## src/rtl/led_arb_pkg.sv

```systemverilog
// Shared types and helpers for the LED display arbiter.
package led_arb_pkg;

    typedef enum logic [1:0] {
        IDLE  = 2'd0,
        SHOW  = 2'd1,
        CHECK = 2'd2
    } state_t;

    // Pattern driven onto the bank during the dark half of a blink.
    localparam logic [7:0] BLANK = 8'h00;

    // Widest request vector the priority helper handles.
    localparam int MAX_REQ = 32;

    // One-hot of the lowest set bit (index 0 = highest priority); zero if none.
    function automatic logic [MAX_REQ-1:0] lowest_set(input logic [MAX_REQ-1:0] vec);
        return vec & (~vec + MAX_REQ'(1));
    endfunction

endpackage

```

## src/rtl/led_tick_gen.sv

```systemverilog
// Free-running prescaler producing a one-clock tick every 2^MXPRE clocks,
// plus an 8-bit tick counter whose BLINK_BIT sets the blink phase.
module led_tick_gen #(
    parameter int MXPRE     = 21,
    parameter int BLINK_BIT = 2
) (
    input  logic clock,
    input  logic reset_n,
    output logic tick,
    output logic blink_phase
);

    logic [MXPRE-1:0] pre_reg;
    logic [7:0]       tick_cnt_reg;

    // Tick fires on the all-ones count, the clock before the prescaler wraps.
    assign tick        = &pre_reg;
    assign blink_phase = tick_cnt_reg[BLINK_BIT];

    // Prescaler counts every clock and wraps naturally.
    always_ff @(posedge clock or negedge reset_n) begin
        if (!reset_n) begin
            pre_reg <= '0;
        end else begin
            pre_reg <= pre_reg + MXPRE'(1);
        end
    end

    // Tick counter advances once per tick and wraps at 8 bits.
    always_ff @(posedge clock or negedge reset_n) begin
        if (!reset_n) begin
            tick_cnt_reg <= 8'd0;
        end else if (tick) begin
            tick_cnt_reg <= tick_cnt_reg + 8'd1;
        end
    end

endmodule

```

## src/rtl/led_display_arbiter.sv

```systemverilog
// Fixed-priority owner of the front-panel LED bank with a minimum dwell per
// grant. The idle animation is shown whenever no requester holds the bank.
module led_display_arbiter
    import led_arb_pkg::*;
#(
    parameter int NREQ       = 4,
    parameter int MXPRE      = 21,
    parameter int HOLD_TICKS = 8,
    parameter int BLINK_BIT  = 2
) (
    input  logic              clock,
    input  logic              reset_n,
    input  logic [7:0]        idle_pattern,
    input  logic [NREQ-1:0]   req,
    input  logic [NREQ*8-1:0] pattern,
    input  logic [NREQ-1:0]   blink,
    output logic [NREQ-1:0]   grant,
    output logic              busy,
    output logic [7:0]        q
);

    localparam logic [7:0] HOLD = 8'(HOLD_TICKS);

    logic [1:0]      sync_reg;
    logic            run;
    logic            tick;
    logic            blink_phase;

    state_t          state_reg;
    state_t          state_next;

    logic [NREQ-1:0] grant_reg;
    logic [7:0]      lat_pat_reg;
    logic            lat_blk_reg;
    logic [7:0]      dwell_reg;
    logic [7:0]      q_reg;

    logic [NREQ-1:0] pick;
    logic [NREQ-1:0] sel;
    logic [7:0]      sel_pat_part [NREQ];
    logic [NREQ-1:0] sel_blk_part;
    logic [7:0]      sel_pat;
    logic            sel_blk;

    logic            load;
    logic            refresh;
    logic            clear;
    logic            dec;
    logic [7:0]      gated;
    logic [7:0]      q_src;

    // Reset release is retimed so the FSM only starts after two clean clocks.
    always_ff @(posedge clock or negedge reset_n) begin
        if (!reset_n) begin
            sync_reg <= 2'b00;
        end else begin
            sync_reg <= {sync_reg[0], 1'b1};
        end
    end

    assign run = sync_reg[1];

    led_tick_gen #(
        .MXPRE     (MXPRE),
        .BLINK_BIT (BLINK_BIT)
    ) u_tick_gen (
        .clock       (clock),
        .reset_n     (reset_n),
        .tick        (tick),
        .blink_phase (blink_phase)
    );

    // Highest-priority (lowest-index) active request.
    assign pick = NREQ'(lowest_set(MAX_REQ'(req)));

    // Per-requester masking of pattern and blink by the one-hot selector.
    for (genvar gi = 0; gi < NREQ; gi++) begin : g_sel
        assign sel_pat_part[gi] = sel[gi] ? pattern[8*gi +: 8] : BLANK;
        assign sel_blk_part[gi] = sel[gi] & blink[gi];
    end

    // OR-reduce the masked patterns into the selected one.
    always_comb begin
        sel_pat = BLANK;
        for (int i = 0; i < NREQ; i++) begin
            sel_pat = sel_pat | sel_pat_part[i];
        end
    end

    assign sel_blk = |sel_blk_part;

    // Latched pattern gated dark during the low blink phase.
    assign gated = (lat_blk_reg && !blink_phase) ? BLANK : lat_pat_reg;

    // State register.
    always_ff @(posedge clock or negedge reset_n) begin
        if (!reset_n) begin
            state_reg <= IDLE;
        end else begin
            state_reg <= state_next;
        end
    end

    // Next-state: dwell expires on the last tick, CHECK then re-arbitrates.
    always_comb begin
        state_next = state_reg;
        case (state_reg)
            IDLE:    if (run && (|req)) state_next = SHOW;
            SHOW:    if ((dwell_reg == 8'd0) || (tick && (dwell_reg == 8'd1))) state_next = CHECK;
            CHECK:   state_next = (|req) ? SHOW : IDLE;
            default: state_next = IDLE;
        endcase
    end

    // Output/control decode: grant loads, live refresh, dwell countdown, q source.
    always_comb begin
        load    = 1'b0;
        refresh = 1'b0;
        clear   = 1'b0;
        dec     = 1'b0;
        sel     = pick;
        q_src   = gated;
        case (state_reg)
            IDLE: begin
                load  = run && (|req);
                q_src = idle_pattern;
            end
            SHOW: begin
                sel     = grant_reg;
                refresh = |(req & grant_reg);
                dec     = tick && (dwell_reg != 8'd0);
            end
            CHECK: begin
                load  = |req;
                clear = ~(|req);
            end
            default: begin
                q_src = BLANK;
            end
        endcase
    end

    // Grant, latched pattern/blink, dwell and the LED output register.
    always_ff @(posedge clock or negedge reset_n) begin
        if (!reset_n) begin
            grant_reg   <= '0;
            lat_pat_reg <= BLANK;
            lat_blk_reg <= 1'b0;
            dwell_reg   <= 8'd0;
            q_reg       <= BLANK;
        end else begin
            q_reg <= q_src;
            if (load) begin
                grant_reg   <= pick;
                lat_pat_reg <= sel_pat;
                lat_blk_reg <= sel_blk;
                dwell_reg   <= HOLD;
            end else begin
                if (clear) begin
                    grant_reg <= '0;
                end
                if (refresh) begin
                    lat_pat_reg <= sel_pat;
                    lat_blk_reg <= sel_blk;
                end
                if (dec) begin
                    dwell_reg <= dwell_reg - 8'd1;
                end
            end
        end
    end

    assign grant = grant_reg;
    assign busy  = (dwell_reg != 8'd0);
    assign q     = q_reg;

endmodule

```

## config.mk

```make
export PLATFORM = sky130hd
export DESIGN_NAME = led_display_arbiter
export DESIGN_NICKNAME = d
export VERILOG_FILES = /design/src/rtl/led_arb_pkg.sv /design/src/rtl/led_tick_gen.sv /design/src/rtl/led_display_arbiter.sv
export SDC_FILE = /design/constraint.sdc
export NUM_CORES = 1
export LEC_CHECK = 0
export BUFFER_PORTS_ARGS = -buffer_cell sky130_fd_sc_hd__buf_4
export CORE_MARGIN = 1
export CORE_UTILIZATION = 55
export DETAILED_ROUTE_END_ITERATION = 10
export GPL_TIMING_DRIVEN = 0
export PLACE_DENSITY_LB_ADDON = 0.3
export SYNTH_ARGS = -nofsm -noshare
export SYNTH_HDL_FRONTEND = slang
export SYNTH_SLANG_ARGS = --single-unit
```

## constraint.sdc

```tcl
create_clock -name clock -period 2.1 [get_ports clock]
set_input_delay 0.315 -clock clock [delete_from_list [all_inputs] [get_ports clock]]
set_output_delay 0.315 -clock clock [all_outputs]
set_load 0.005 [all_outputs]
```

==> results.json, run 1 <==
{
  "fmax_ghz": 0.486,
  "drtAntennaViolNets": 0,
  "drc": 0,
  "syn_area_um2": 3010,
  "timing.rr.start": "u_tick_gen.pre_reg[0]",
  "final_cell_count_no_fill": 454,
  "drt_iter0_drc": 210,
  "critical_path.startpoint_type": "register",
  "pre_cts_slack_ps": -185,
  "synth-seq-area-share_pct": 47.4,
  "num_vias": 2613,
  "powerDensity_nw_per_um2": 612,
  "cts_inserted_buffers": 9,
  "cap_viol_max_count": 0,
  "syn_avg_cell_area_um2": 9.90,
  "clk-insertion-delay-late_ps": 340,
  "area_growth_syn_to_fin_pct": 27.3,
  "hpwl_um": 4900,
  "clock_tree.htree_level_count": 3,
  "placementRows": 26,
  "setup.worst_path.end_class": "register",
  "synthAdderAreaFrac_pct": 3.74,
  "netlist.top_cell.by_area": "dfrtp_1",
  "ys.warnings.count": 0,
  "total_count_of_max_transition_violations_in_the_final_report": 0,
  "holdCritPathClass": "in -> async",
  "critical_path_arrival_ps": 2330,
  "post_synthesis_simple_gate_area_fraction_pct": 19.5,
  "number_of_global_route_vias_before_repair": 2485,
  "total_power_mw": 2.35,
  "syn-instance-count": 304,
  "floorplan.die.height_um": 76.0,
  "hold_buffers": 0,
  "gpl.final_weighted_congestion": 0.888,
  "setup_viol_count_final": 0,
  "layout.cell_area.non_filler_um2": 3830,
  "finalHoldViolations": 0,
  "rsz0062_at_grt": "true",
  "grtUsageTotal_pct": 25.9,
  "netlist_top_cells_count": "57 x dfrtp_1, 32 x nand2_1, 21 x o21ai_0",
  "ys.flop_type": "dfrtp_1",
  "r2r_cells": 6,
  "drtPass1Iterations": 4,
  "endpoint": "dwell_reg[1]",
  "avgViaCountPerCell": 5.76,
  "synth_mux_area_share_pct": 5.78,
  "cp_max_fo": 8,
  "largest_register_ff_count": 21,
  "final.min_clock_period_ps": 2060,
  "numClockSinks": 57,
  "worst_setup_hold_path_clk_slew_ps": 70,
  "antenna_violations_before_repair": 0,
  "final_core_utilization_pct": 73.6,
  "timing_worst_slew_pin_value_ps": 749,
  "io_pins": 63,
  "timing.clock.skew_ps": 7.87,
  "cts_root_buffer": "clkbuf_8",
  "start_util_pct": 57.8,
  "data_required_time_at_the_worst_endpoint_ps": 2370,
  "dpl.cell_count": 435,
  "share_of_final_layout_standard_cells_stronger_than_drive_strength_1_pct": 28.6,
  "die-area_um2": 5770,
  "worst_setup_path_startpoint": "u_tick_gen.pre_reg[0]",
  "postLayoutSetupSlackWorst_ps": 41.1,
  "synth-edff-count": 0,
  "ir_worst_vdd_v": 0.000395,
  "cell_area_after_placement_um2": 3560,
  "setup.worst_path.class": "reg -> reg",
  "wl_um": 7010,
  "rr_endpoint": "dwell_reg[1]",
  "core_region_area_um2": 5200,
  "synth-async-reset-ratio_pct": 100,
  "detail_route.wl_per_cell_um": 15.4,
  "global_route_wire_length_before_repair_um": 11600,
  "global_route.overflow_total": 0,
  "synth_seq_cells": 57,
  "leakage_nw": 1.82,
  "multi_input_comb_area_um2": 1510,
  "fp.dieW_um": 76.0,
  "port_buffers": 61,
  "yosys.area_share.xor_xnor_pct": 6.11,
  "filler_cell_count": 376,
  "run_status": "completed",
  "distinct_cell_type_count_of_the_synthesized_netlist": 49,
  "synth_compound_area_share_pct": 13.5,
  "postSynthNetCount": 363,
  "slew_headroom_pct": 50.0,
  "post_layout_net_count": 438,
  "sequential_cell_area_um2": 1430,
  "dominant_combinational_cell_family_by_area_after_synthesis": "simple AND/OR/NAND/NOR gates",
  "diodes": 0,
  "period_share_pct": 98.0,
  "reg2reg_setup_slack_ps": 40,
  "synth_top_cell_area_share_pct": 47.4,
  "cts_buffer_depth": 2,
  "synth.top_cells.by_area": "dfrtp_1 47%, xnor2_1 4.7%, mux2_2 4.1%",
  "grt_max_degree": 58,
  "clock_tree_from_tritoncts": "built",
  "synth_most_common_cell": "dfrtp_1"
}
-- critical path: stages (launching register included) --
cell and delay, ps:
dfrtp_1 420, ha_2 240, nand3_4 130, or3_1 400
buf_6 150, or4_1 500, a21oi_1 150
-- per-layer routing --
layer / routed length [um] / track usage [%]
met1: 3020 / 33.5
met2: 3470 / 42.5
met3: 368 / 5.99
met4: 151 / 10.0
met5: 0 / 0
-- repair_timing --
action / 4_1_cts / 5_1_grt
buffers inserted: 0 / 5
resized for setup: 7 / 8
setup endpoints to repair: 17 / 17
-- through the flow --
| stage | TNS [ps] | hold WS [ps] |
|---|---|---|
| floorplan | 0 | 19.4 |
| global placement | -890 | 334 |
| detailed placement | -1480 | 355 |
| CTS | -5.04 | 40.8 |
| global route | -132 | 75.9 |
| finish | 0 | 19.7 |
-- power breakdown --
group | switching, mW | leakage, nW | internal [mW]
Sequential | 0.0160 | 0.722 | 1.13
Clock | 0.472 | 0.0912 | 0.544
Combinational | 0.0724 | 1.01 | 0.109
-- cells in the final DEF, fill, tap and decap left out, types with 2 or more instances in the layout --
cell,netlist,layout
buf_4,0,66
dfrtp_1,57,56
nand2_1,32,32
nor2_1,20,20
inv_1,19,19
o21ai_0,21,18
xnor2_1,16,16
mux2_2,11,10
o2111ai_1,9,9
clkbuf_8,0,9
a22oi_1,8,8
nand4_1,8,8
ha_1,9,8
nand3_1,7,7
a21oi_1,7,7
xor2_1,5,5
nand2b_1,5,5
nor4_1,7,5
mux2i_1,5,5
clkbuf_1,6,4
and3_1,4,4
or3_1,4,4
o21ai_1,0,3
or4_1,3,3
and2_1,3,3
clkinvlp_4,0,3
nor4_2,0,2
nor3b_2,0,2
and4_1,2,2
and2_0,2,2
nand2_2,2,2
a22o_1,2,2
o31ai_1,2,2
a211oi_1,3,2
nor2b_1,2,2
clkinv_2,0,2
-- cells by family after synthesis --
kind of cell | Yosys count
other cells | 1
compound gates | 61
simple gates | 110
xor+xnor | 21
flops | 57
mux | 16
fa+ha+maj | 9
buf+inv | 29
-- cell type report --
class	instances	area share (%)
multi-input combinational	218	39.5
sequential	57	37.3
timing repair buffer	66	12.9
clock buffer	9	3.23
tap	70	2.29
clock inverter	7	1.86
inverter	19	1.86
buffer	8	1.11
-- worst min-delay path by stage --
stage / startpoint / end / slack, ps / depth (start not counted)
2_1_floorplan: reset_n / dwell_reg[0] / 20 / 0
3_3_place_gp: sync_reg[0] / sync_reg[1] / 330 / 0
6_report: reset_n / q[5] / 20 / 1
5_1_grt: reset_n / lat_pat_reg[7] / 80 / 1
3_5_place_dp: sync_reg[0] / sync_reg[1] / 360 / 0
4_1_cts: reset_n / q[5] / 40 / 1
(Power assumes the default switching activity.)
==> run 2: changes to the inputs <==
==> constraint.sdc (replaced) <==
create_clock -name clock -period 2.1 [get_ports clock]
set_input_delay 0 -clock clock [delete_from_list [all_inputs] [get_ports clock]]
set_output_delay 0 -clock clock [all_outputs]
set_load 0.005 [all_outputs]
==> results.json, run 2 (synthesis results as in run 1) <==
{
  "worst_setup_hold_path_clk_slew_ps": 70,
  "cell_area_after_placement_um2": 3560,
  "cts_root_buffer": "clkbuf_8",
  "critical_path.startpoint_type": "register",
  "die-area_um2": 5770,
  "gpl.final_weighted_congestion": 0.888,
  "failed_checks": "hold timing",
  "num_vias": 2697,
  "timing.clock.skew_ps": 8.01,
  "fp.dieW_um": 76.0,
  "drtAntennaViolNets": 0,
  "final.setup.tns_ps": 0,
  "area_growth_syn_to_fin_pct": 30.4,
  "critical_path_arrival_ps": 2300,
  "total_power_mw": 2.37,
  "cts_inserted_buffers": 9,
  "core_region_area_um2": 5200,
  "number_of_global_route_vias_before_repair": 2580,
  "final_cell_count_no_fill": 463,
  "timing.critical_path.depth": 8,
  "timing.rr.start": "state_reg[1]",
  "timing_worst_slew_pin_value_ps": 803,
  "worst_setup_path_startpoint": "state_reg[1]",
  "avgViaCountPerCell": 5.83,
  "global_route.overflow_total": 0,
  "pwr-share-seq_pct": 48.5,
  "rsz0062_at_grt": "true",
  "port_buffers": 61,
  "global_route_wire_length_before_repair_um": 12100,
  "cp_num_buf_inv": 3,
  "period_share_pct": 98.6,
  "wl_um": 7420,
  "slew_headroom_pct": 46.3,
  "antenna_violations_before_repair": 0,
  "grtUsageTotal_pct": 26.8,
  "endpoint": "lat_pat_reg[1]",
  "cp_top_family": "buffers and inverters",
  "worst_hold_slack_ps": -2.25,
  "holdCritPathClass": "in -> reg",
  "layout.cell_area.non_filler_um2": 3930,
  "mostFrequentLayoutCell": "buf_4",
  "start_util_pct": 57.8,
  "clock_tree_from_tritoncts": "built",
  "data_required_time_at_the_worst_endpoint_ps": 2330,
  "p_switching_mw": 0.574,
  "diodes": 0,
  "reg2reg_setup_slack_ps": 30,
  "clock_network_fraction_of_design_power_pct": 43.0,
  "dpl.cell_count": 435,
  "final.min_clock_period_ps": 2070,
  "cell_internal_pwr_mw": 1.80,
  "swShare_pct": 24.2,
  "setup_viol_count_final": 0,
  "cts_buffer_depth": 2,
  "share_of_final_layout_standard_cells_stronger_than_drive_strength_1_pct": 27.7,
  "rr_endpoint": "lat_pat_reg[1]",
  "numClockSinks": 57,
  "fmax_ghz": 0.483,
  "grt_max_degree": 58,
  "path_cells": "inv_1 -> ha_1 -> clkbuf_4 -> and2_0 -> clkbuf_1 -> o21ai_0 -> o2111ai_1 -> mux2_2",
  "run_status": "complete, but fails checks",
  "clk-insertion-delay-late_ps": 350,
  "cap_viol_max_count": 0,
  "powerDensity_nw_per_um2": 604,
  "cp_max_fo": 10,
  "finalHoldViolations": 1,
  "hpwl_um": 4900,
  "io_pins": 63,
  "drt_iter0_drc": 258,
  "critical-path-max-stage-delay_ps": 410,
  "leading_cell_types_in_the_layout_fill_and_taps_excluded": "65 x buf_4, 56 x dfrtp_1, 32 x nand2_1",
  "setup.worst_path.end_class": "register",
  "detail_route.wl_per_cell_um": 16.0,
  "setup.worst_path.class": "reg -> reg",
  "placementRows": 26,
  "post_layout_net_count": 447,
  "total_count_of_max_transition_violations_in_the_final_report": 0,
  "drtPass1Iterations": 5,
  "clock_tree.htree_level_count": 3,
  "ir_worst_vdd_v": 0.000458,
  "largest_register_ff_count": 21,
  "floorplan.die.height_um": 76.0,
  "cp_slowest_cell": "dfrtp_1",
  "combinationalPowerShare_pct": 8.5,
  "leakage_nw": 1.85,
  "drc": 0,
  "r2r_cells": 8
}
==> run 2: changes by cell type in the layout (fill, tap and decap cells not counted) <==
cell and delta:
o21ai_2 +2, nor4_1 +1, o21ai_0 -1, o21ai_1 -1, buf_4 -1, dlygate4sd3_1 +11
nor3b_1 +1, nor3b_2 -1, clkbuf_1 -1, nor4_2 -1
==> run 2: layer usage <==
metal  wire, um  part of all wire (%)  track usage [%]
met1       3150                    42             34.4
met2       3700                    50             44.0
met3        368                   5.0             5.51
met4        202                   2.7             12.1
met5          0                     0                0
==> run 2: power groups by stage <==
| stage | Clock, mW | Combinational (mW) | Sequential, mW |
|---|---|---|---|
| global placement | 0 | 0.180 | 1.17 |
| CTS | 1.02 | 0.201 | 1.15 |
| global route | 1.09 | 0.220 | 1.15 |
| finish | 1.02 | 0.202 | 1.15 |
| floorplan | 0 | 0.0559 | 1.17 |
| detailed placement | 0 | 0.183 | 1.17 |
==> run 2: worst min path at each step <==
stage / slack, ps / endpoint / startpoint / depth (start not counted)
after detailed placement: 90 / q[3] / reset_n / 1
after CTS: 0.003 / grant[2] / req[1] / 4
after global placement: 100 / q[3] / reset_n / 1
after floorplan: -300 / dwell_reg[0] / reset_n / 0
final: -2 / grant[2] / req[1] / 4
after global routing: 20 / grant[2] / req[1] / 4
==> run 2: through the flow <==
stage | hold WS, ps | util, % | setup slack (ps)
after floorplan | -296 | - | 185
after global placement | 95.1 | 68.3 | -102
after detailed placement | 94.4 | 68.3 | -185
after CTS | 0.00303 | 74.7 | -5.04
after global routing | 23.7 | 75.4 | -112
final | -2.25 | 75.4 | 28.4
==> run 2: what timing repair did <==
action	CTS	global route
endpoints found under the setup margin	16	17
endpoints found under the hold margin	67	0
buffers inserted	0	4
pin swaps	0	2
cloned	0	0
hold buffers	11	0
gates resized for setup	6	10
==> run 2: tightest hold or removal path: stages <==
cell      delay (ps)
buf_4            120
nor2_1            50
o211ai_1          80
nand2_1           60
==> run 2: cell type report <==
class                   instances  area [um^2]
flip-flops and latches         57         1430
well taps                      70         87.6
plain buffers                   7         38.8
clock inverters                 7         71.3
inverters                      19         71.3
clock buffers                   9          124
multi-input cells             218         1510
repair buffers                 76          598
fillers                       358         1280
